## config.mk

```make
export PLATFORM = sky130hd
export DESIGN_NAME = data_mem_ctrl
export DESIGN_NICKNAME = d
export VERILOG_FILES = /design/src/rtl/data_mem_ctrl.sv
export SDC_FILE = /design/constraint.sdc
export NUM_CORES = 1
export LEC_CHECK = 0
export BUFFER_PORTS_ARGS = -buffer_cell sky130_fd_sc_hd__clkbuf_2
export CAP_MARGIN = 25
export CELL_PAD_IN_SITES_DETAIL_PLACEMENT = 1
export CELL_PAD_IN_SITES_GLOBAL_PLACEMENT = 1
export CORE_ASPECT_RATIO = 1.2
export CORE_MARGIN = 8
export CORE_UTILIZATION = 31
export DETAILED_ROUTE_END_ITERATION = 16
export GPL_TIMING_DRIVEN = 0
export PLACE_DENSITY = 0.73
export SETUP_SLACK_MARGIN = 0.02
export SYNTH_ARGS = -nofsm -noshare
export SYNTH_HDL_FRONTEND = slang
export SYNTH_SLANG_ARGS = --single-unit
```

## constraint.sdc

```tcl
create_clock -name clk -period 1.7 [get_ports clk]
set_input_delay 0.17 -clock clk [delete_from_list [all_inputs] [get_ports clk]]
set_output_delay 0.17 -clock clk [all_outputs]
set_load 0.005 [all_outputs]
```

## src/rtl/data_mem_ctrl.sv

```systemverilog
// data_mem_ctrl: memory-stage load/store controller.
// Turns one load or store from the pipeline into a single request on a
// 32-bit memory bus. It stalls the pipeline until the memory acknowledges
// the request or a wait limit runs out, then returns the extended load data.
//
// Ports
//   clk, rst                     clock; synchronous active-low reset
//   memreadM, memwriteM          load / store request (both high = load)
//   memopM[2:0]                  access size and signedness
//   aluoutM, writedataM          byte address and store data
//   readdataM                    extended load result (valid in DONE)
//   stallM                       pipeline stall
//   adelM, adesM                 misaligned load / store
//   buserrM                      memory did not acknowledge in time
//   mem_req, mem_we, mem_be      memory request, write enable, byte lanes
//   mem_addr, mem_wdata          word address and replicated write data
//   mem_ack, mem_rdata           memory acknowledge and read data
module data_mem_ctrl #(
  parameter int MAX_WAIT = 16
) (
  input  logic        clk,
  input  logic        rst,
  input  logic        memreadM,
  input  logic        memwriteM,
  input  logic [2:0]  memopM,
  input  logic [31:0] aluoutM,
  input  logic [31:0] writedataM,
  output logic [31:0] readdataM,
  output logic        stallM,
  output logic        adelM,
  output logic        adesM,
  output logic        buserrM,
  output logic        mem_req,
  output logic        mem_we,
  output logic [3:0]  mem_be,
  output logic [31:0] mem_addr,
  output logic [31:0] mem_wdata,
  input  logic        mem_ack,
  input  logic [31:0] mem_rdata
);

  typedef enum logic [1:0] {IDLE, BUSY, DONE} state_t;

  // Value of the wait counter in the last BUSY cycle before a timeout.
  localparam logic [7:0] LAST_WAIT = 8'(MAX_WAIT - 1);

  state_t      state, state_nxt;
  logic [7:0]  wait_cnt;
  logic [31:0] data_q;
  logic        buserr_q;
  logic        load_q;
  logic [2:0]  op_q;
  logic [1:0]  off_q;

  logic        is_load, is_store, aligned, start;
  logic [3:0]  be_nxt;
  logic [31:0] wdata_nxt;
  logic [7:0]  byte_sel;
  logic [15:0] half_sel;
  logic [31:0] load_ext;

  assign is_load  = memreadM;
  assign is_store = memwriteM & ~memreadM;
  assign start    = (state == IDLE) && (is_load || is_store) && aligned;

  // Alignment check and lane steering for the request being presented.
  // NOTE: every signal written in an always_comb gets a default first, so
  // no path leaves it unassigned and no latch is inferred.
  always_comb begin
    aligned   = 1'b1;
    be_nxt    = 4'b1111;
    wdata_nxt = writedataM;
    if (memopM[2]) begin
      aligned = (aluoutM[1:0] == 2'b00);
    end else if (memopM[1]) begin
      aligned   = ~aluoutM[0];
      be_nxt    = aluoutM[1] ? 4'b1100 : 4'b0011;
      wdata_nxt = {2{writedataM[15:0]}};
    end else begin
      be_nxt    = 4'b0001 << aluoutM[1:0];
      wdata_nxt = {4{writedataM[7:0]}};
    end
    // A load always reads the whole word; lanes are picked on return.
    if (is_load) be_nxt = 4'b1111;
  end

  // Next-state and combinational outputs.
  always_comb begin
    state_nxt = state;
    stallM    = 1'b0;
    mem_req   = 1'b0;
    adelM     = 1'b0;
    adesM     = 1'b0;
    case (state)
      IDLE: begin
        if (is_load || is_store) begin
          if (aligned) begin
            stallM    = 1'b1;
            state_nxt = BUSY;
          end else begin
            adelM = is_load;
            adesM = is_store;
          end
        end
      end
      BUSY: begin
        stallM  = 1'b1;
        mem_req = 1'b1;
        if (mem_ack || wait_cnt == LAST_WAIT) state_nxt = DONE;
      end
      DONE:    state_nxt = IDLE;
      default: state_nxt = IDLE;
    endcase
  end

  // NOTE: sequential state uses non-blocking assignments only, so every
  // register samples the pre-edge values of the others.
  always_ff @(posedge clk) begin
    if (!rst) begin
      state     <= IDLE;
      wait_cnt  <= 8'd0;
      data_q    <= 32'd0;
      buserr_q  <= 1'b0;
      load_q    <= 1'b0;
      op_q      <= 3'd0;
      off_q     <= 2'd0;
      mem_we    <= 1'b0;
      mem_be    <= 4'd0;
      mem_addr  <= 32'd0;
      mem_wdata <= 32'd0;
    end else begin
      state <= state_nxt;
      case (state)
        IDLE: begin
          if (start) begin
            wait_cnt  <= 8'd0;
            buserr_q  <= 1'b0;
            load_q    <= is_load;
            op_q      <= memopM;
            off_q     <= aluoutM[1:0];
            mem_we    <= is_store;
            mem_be    <= be_nxt;
            mem_addr  <= {aluoutM[31:2], 2'b00};
            mem_wdata <= wdata_nxt;
          end
        end
        BUSY: begin
          if (mem_ack) begin
            data_q <= mem_rdata;
          end else if (wait_cnt == LAST_WAIT) begin
            data_q   <= 32'd0;
            buserr_q <= 1'b1;
          end else begin
            wait_cnt <= wait_cnt + 8'd1;
          end
        end
        default: ;
      endcase
    end
  end

  // Load extension from the captured word.
  always_comb begin
    case (off_q)
      2'd0:    byte_sel = data_q[7:0];
      2'd1:    byte_sel = data_q[15:8];
      2'd2:    byte_sel = data_q[23:16];
      default: byte_sel = data_q[31:24];
    endcase
    half_sel = off_q[1] ? data_q[31:16] : data_q[15:0];
    if (op_q[2])
      load_ext = data_q;
    else if (op_q[1])
      load_ext = {{16{~op_q[0] & half_sel[15]}}, half_sel};
    else
      load_ext = {{24{~op_q[0] & byte_sel[7]}}, byte_sel};
  end

  assign readdataM = (state == DONE && load_q) ? load_ext : 32'd0;
  assign buserrM   = (state == DONE) && buserr_q;

endmodule

```

==> metrics.yaml, run 1 <==
route:
  wire_per_inst_um: 20.5
  via_per_inst: 5.09
  detail-route-antenna-nets: 0
  vias: 5910
  wl_um: 23800
  dr.first_iter.drc_count: 220
  first_pass_iters: 4
  drc: 0
floorplanning:
  ios: 210
  start_util_pct: 31.2
  core_um2: 16700
  dieHeight_um: 158
  num_rows: 52
  die-area_um2: 21200
  dieWidth_um: 134
worst_setup_path:
  arrival_ns: 2.03
  crit_required_ns: 1.53
  cp-endpoint: "readdataM[9]"
  setup.worst_path.start_class: "flop"
  rr_startpoint: "state[0]"
  r2r_slack_ns: -0.12
  r2r-end: "op_q[2]"
  crit_fanout: 8
  setup.worst_path.class: "flop to output port"
  endpoint_kind: "output port"
  r2r_cells: 9
  crit_start: "off_q[0]"
clock_network:
  root_buffer: "clkbuf_16"
  cts_tree: "done"
  cts_buffers: 17
  clock_sinks: 116
  clkTransAtPathRegs_ns: 0.05
  clkLatencyLatePin_ns: 0.42
  h-tree-depth: 4
  cts_max_path_buffers: 2
cells_and_area:
  insertedDiodeCount: 0
  postLayoutCellArea_um2: 9130
  fillCellCount: 1901
  syn_to_final_growth_pct: 75.9
  finalNetCount: 1038
  drive_gt1_share_pct: 50.6
  ff_latch_area_um2: 2350
  multi_input_area_um2: 3310
power:
  p_leak_nw: 4.00
  power_frac_seq_pct: 36.9
  switching_share_pct: 27.5
  p_comb_share_pct: 20.9
  switchingPower_mw: 2.26
  pwr-share-clk_pct: 42.2
  ir_drop_v: 0.000576
  power_mw: 8.22
  p_int_mw: 5.96
  power.density_nw_per_um2: 900
timing:
  rsz0062_at_grt: "true"
  drv_slew: 0
  finalCritPeriodShare_pct: 130
  worst_slack_ns: -0.504
  worst_pin_slew_ns: 0.857
  relSlewSlack_pct: 42.9
  max_freq_mhz: 454
  finalHoldViolCount: 0
  fin_skew_ns: 0.00808
  min_period_ns: 2.20
  setup_violations: 91
synthesis:
  synth_seq_area_share_pct: 44.7
  synth-xor-area-share_pct: 0.506
  synth_top_area_cell: "dfxtp_1"
  synth_simple_gate_area_share_pct: 21.9
  synth_top_family_by_area: "simple AND/OR/NAND/NOR gates"
  ys_async_sr_fraction_pct: 0
  synth_top_flop_cell: "dfxtp_1"
  syn_area_um2: 5190
  yosys-top-cells-area: "dfxtp_1 45%, nand2_1 11%, a21oi_1 6.7%"
  yosys.area_share.adder_pct: 0.241
  yosysTopAreaCellShare_pct: 44.7
  yosysWarningCount: 0
  yosys_register_bits: 116
  syn_avg_cell_area_um2: 8.50
  muxShareOfSynthArea_pct: 5.42
  synth_cell_types: 53
  synth-edff-count: 0
  synth-compound-area-share_pct: 21.3
  netlist_instances: 611
grt:
  grt_pass1_vias: 6220
  globalRouteOverflowTotal: 0
  grt_pass1_wl_um: 33500
  antenna_found_initial: 0
  track_usage_pct: 20.2
  grt_max_degree: 17
placement:
  dpl.hpwl_um: 15000
  portBuffers: 205
  gp_congestion: 0.808
  dp_slack_ns: -0.420
  placed_area_um2: 6500
worst_hold_path:
  hp-class: "input port to flop"
  whs_path_depth: 3
flow_run:
  drv_cap: 0
status:
  status: "finished with violations"
  violations: "negative setup slack"
-- layout by cell type (no fill, tap or decap), types with 4 or more instances in the layout --
master / instances
or3_1: 5
dfxtp_1: 106
nand2_2: 11
clkinv_2: 5
dfxtp_4: 6
a21oi_2: 41
nand2_4: 23
nor2b_1: 7
dfxtp_2: 4
mux2i_1: 10
nor2_4: 5
dlygate4sd3_1: 62
mux2_2: 5
a211o_1: 7
mux2i_2: 8
nand2b_1: 15
o21ai_0: 5
nand2_1: 114
buf_2: 14
a21oi_1: 28
a22o_1: 32
nor2_1: 14
buf_12: 5
clkbuf_1: 13
nand3_2: 13
clkbuf_2: 189
buf_6: 24
nand4_1: 5
a211oi_2: 16
inv_1: 5
buf_8: 7
buf_4: 27
a221o_1: 7
nor2_2: 7
clkbuf_16: 26
nand3_1: 4
-- worst min-delay path by stage --
stage                        from            to  slack (ns)
finish              writedataM[3]  mem_wdata[3]        0.04
global route        writedataM[3]  mem_wdata[3]        0.03
CTS                 writedataM[3]  mem_wdata[3]       0.008
detailed placement   mem_rdata[0]     data_q[0]        0.39
global placement    mem_rdata[18]    data_q[18]        0.38
floorplan           mem_rdata[10]    data_q[10]        0.30
-- through the flow --
step	std cells	TNS [ns]	hold slack [ns]	utilization (%)
floorplan	612	0	0.296	-
global placement	1033	-36.99	0.381	39.0
detailed placement	1033	-40.67	0.386	39.0
CTS	1137	-12.66	0.00783	48.4
global route	1161	-20.30	0.0271	54.8
finish	1161	-15.09	0.0401	54.8
-- metal layers --
layer | global-route usage (%) | share of wire [%]
met1 | 21.1 | 38
met4 | 7.98 | 2.3
met2 | 36.1 | 52
met5 | 0 | 0
met3 | 7.56 | 7.2
-- final cells by class --
class,instances,area share [%]
multi-input combinational,440,36.3
sequential,116,25.7
timing repair buffer,307,24.6
clock buffer,21,5.04
buffer,43,3.88
tap,216,2.96
clock inverter,10,1.18
inverter,8,0.356
-- cell families after synthesis --
kind of cell	Yosys count
compound gates	155
buf+inv	56
flops	116
fa+ha+maj	1
xor+xnor	3
simple gates	253
other cells	1
mux	26
-- cells in the mapped netlist (2+ instances only) --
cell,n
and3_1,4
nand3b_1,3
a31o_2,2
nand3_1,19
nor2_1,25
a21oi_1,70
buf_2,11
nor3b_1,2
nand2_1,149
mux2_2,7
dfxtp_1,116
or3_1,5
nor2b_1,8
nor3_1,4
o22ai_1,2
o21ai_0,7
nand4_1,5
a22o_1,32
buf_6,9
nor4_1,3
nand2b_1,16
a21o_1,2
a211o_1,7
inv_1,8
or4_1,2
a211oi_2,9
buf_1,2
clkbuf_1,24
a221o_1,7
xnor2_1,3
a211oi_1,8
buf_4,2
mux2i_1,18
-- repair_timing --
item,4_1_cts,5_1_grt
pin swaps,15,65
endpoints found under the setup margin,149,106
gates cloned,1,10
resized for setup,72,216
hold endpoints to repair,62,0
setup buffers,16,17
hold buffers,62,0
-- critical path, stage by stage (launching register included) --
cell and delay [ns]:
dfxtp_2 0.33, mux4_2 0.36, nor4bb_4 0.58, a221o_1 0.22, buf_2 0.13
-- flip-flops by register name, indices dropped and copies added (netlist names) --
name	flops
mem_be	4
load_q	1
off_q	2
wait_cnt	8
op_q	3
mem_wdata	32
mem_addr	30
data_q	32
state	2
buserr_q	1
mem_we	1
-- power groups by stage --
stage | Combinational, mW | Sequential [mW] | Clock (mW)
after floorplan | 0.597 | 3.06 | 0
after global placement | 1.08 | 3.06 | 0
after detailed placement | 1.09 | 3.07 | 0
after CTS | 1.31 | 3.02 | 3.55
after global routing | 1.83 | 3.05 | 3.66
final | 1.72 | 3.03 | 3.47
(Power assumes the default switching activity.)
==> run 2: changes to the inputs <==
- CORE_ASPECT_RATIO: 1.2 -> 0.7
- SLEW_MARGIN: default -> 10
==> run 2 against run 1 <==
- the flow still finishes with violations (negative setup slack)
- sequential power up 1%
- fmax is 1.3% lower
- setup slack worse by 0.029 ns
- clock power rose by 9.8%
- clock-buffer cell count down 4
- worst hold slack got worse by 0.0014 ns
- die area up 0.23%
- sequential share of layout area shrank 2.5 points
- clock skew is 0.00096 ns higher
- register-to-register slack got worse by 0.17 ns
- design area grew 11%
- critical path type unchanged
- critical endpoint unchanged
- largest power group unchanged
==> metrics.yaml, run 2 (synthesized netlist as in run 1, its figures left out) <==
status:
  status: "finished with violations"
  violations: "negative setup slack"
worst_setup_path:
  endpoint_kind: "output port"
  r2r-end: "mem_be[3]"
  crit_fanout: 7
  r2r_slack_ns: -0.29
  setup.worst_path.class: "flop to output port"
  r2r_cells: 10
  arrival_ns: 2.06
  crit_required_ns: 1.53
  rr_startpoint: "state[0]"
  setup.worst_path.start_class: "flop"
placement:
  dp_slack_ns: -0.413
  portBuffers: 205
  gp_congestion: 0.798
  dpl.hpwl_um: 15100
  dp_cells: 1042
clock_network:
  clkLatencyLatePin_ns: 0.43
  clkTransAtPathRegs_ns: 0.06
  cts_buffers: 17
  cts_max_path_buffers: 2
  root_buffer: "clkbuf_16"
  h-tree-depth: 4
  cts_tree: "done"
  clock_sinks: 116
grt:
  grt_pass1_vias: 6500
  globalRouteOverflowTotal: 0
  track_usage_pct: 22.9
  grt_pass1_wl_um: 37800
  grt_max_degree: 17
  antenna_found_initial: 2
worst_hold_path:
  hp-class: "input port to flop"
  holdCritStartpoint: "writedataM[7]"
  hold_end: "mem_wdata[7]"
  whs_path_depth: 3
route:
  wl_um: 28700
  detail-route-antenna-nets: 0
  wire_per_inst_um: 24.0
  drc: 0
  vias: 6327
  dr.first_iter.drc_count: 288
  via_per_inst: 5.29
  first_pass_iters: 5
floorplanning:
  start_util_pct: 31.8
  dieHeight_um: 124
  num_rows: 39
  dieWidth_um: 171
  core_um2: 16300
  ios: 210
  die-area_um2: 21200
power:
  ir_drop_v: 0.000550
  p_leak_nw: 4.47
  power.density_nw_per_um2: 897
cells_and_area:
  finalNetCount: 1061
  drive_gt1_share_pct: 60.3
  syn_to_final_growth_pct: 94.9
  final_cell_count_no_fill: 1196
  final_cell_mix: "189 x clkbuf_2, 104 x dfxtp_1, 65 x nand2_4"
  reg_top3: "data_q (32), mem_wdata (32), mem_addr (30)"
  layout_commonest_cell: "clkbuf_2"
timing:
  max_freq_mhz: 448
  worst_pin_slew_ns: 0.870
  holdWs_ns: 0.0387
  drv_slew: 0
  worst_slack_ns: -0.533
  finalHoldViolCount: 0
  min_period_ns: 2.23
  relSlewSlack_pct: 42.0
  fin_skew_ns: 0.00904
  finalCritPeriodShare_pct: 131
  rsz0062_at_grt: "true"
  setup_violations: 116
flow_run:
  drv_cap: 0
## run 2: changes by cell type in the layout (fill, tap and decap cells not counted), moves of 4 or more
cell and delta:
a21oi_1 -19, a21oi_2 +18, buf_12 +10, buf_2 -7
buf_6 +13, buf_8 +6, inv_6 +4, mux2i_2 -5
nand2_1 -58, nand2_2 +15, nand2_4 +42
## run 2: worst max-delay path by stage
stage	startpoint	end	slack, ns	cells past startpoint
final	off_q[0]	readdataM[9]	-0.53	5
after detailed placement	state[0]	readdataM[24]	-0.41	8
after CTS	off_q[0]	readdataM[15]	-0.48	5
after global routing	off_q[0]	readdataM[9]	-0.57	5
after floorplan	state[0]	readdataM[21]	0.02	7
after global placement	op_q[2]	readdataM[12]	-0.43	6
## run 2: area by class of cell
type / instances / area [um2]
fillers: 1778 / 6230
well taps: 225 / 282
clock inverters: 15 / 181
flip-flops and latches: 116 / 2350
repair buffers: 333 / 2610
multi-input cells: 440 / 3810
inverters: 8 / 40.0
clock buffers: 17 / 425
plain buffers: 40 / 415
diodes: 2 / 5.00
## run 2: power breakdown
group          internal, mW  switching [mW]  total, mW
logic                  1.10            1.10       2.20
clock network          2.31            1.49       3.81
registers              2.90           0.175       3.07
total                  6.31            2.77       9.08
## run 2: worst max-delay path, stage by stage, from the launching register on
cell,delay [ns]
dfxtp_2,0.34
mux4_2,0.53
nor4bb_4,0.18
buf_4,0.17
a221o_1,0.29
clkbuf_2,0.13
## run 2: per-stage QoR
step	TNS, ns	total power, mW	util (%)	area, um2
2_1_floorplan	0	3.65	-	5210
3_3_place_gp	-40.37	4.14	39.9	6520
3_5_place_dp	-42.98	4.16	39.9	6520
4_1_cts	-19.21	8.58	55.2	9020
5_1_grt	-36.54	9.34	61.9	10100
6_report	-30.84	9.08	61.9	10100
## run 2: layer usage
metal,global-route usage (%),vias up,part of all wire [%]
li1,-,2860,-
met1,29.0,3140,42
met2,36.3,258,49
met3,5.54,69,5.9
met4,9.72,0,3.4
met5,0,-,0
## run 2: repair_timing
item                                   in CTS  in global routing
setup endpoints to repair                 150                151
pin swaps                                  59                105
gates cloned                               14                  7
setup buffers                              34                 23
hold buffers                               62                  0
endpoints found under the hold margin      62                  0
resized for setup                         203                286
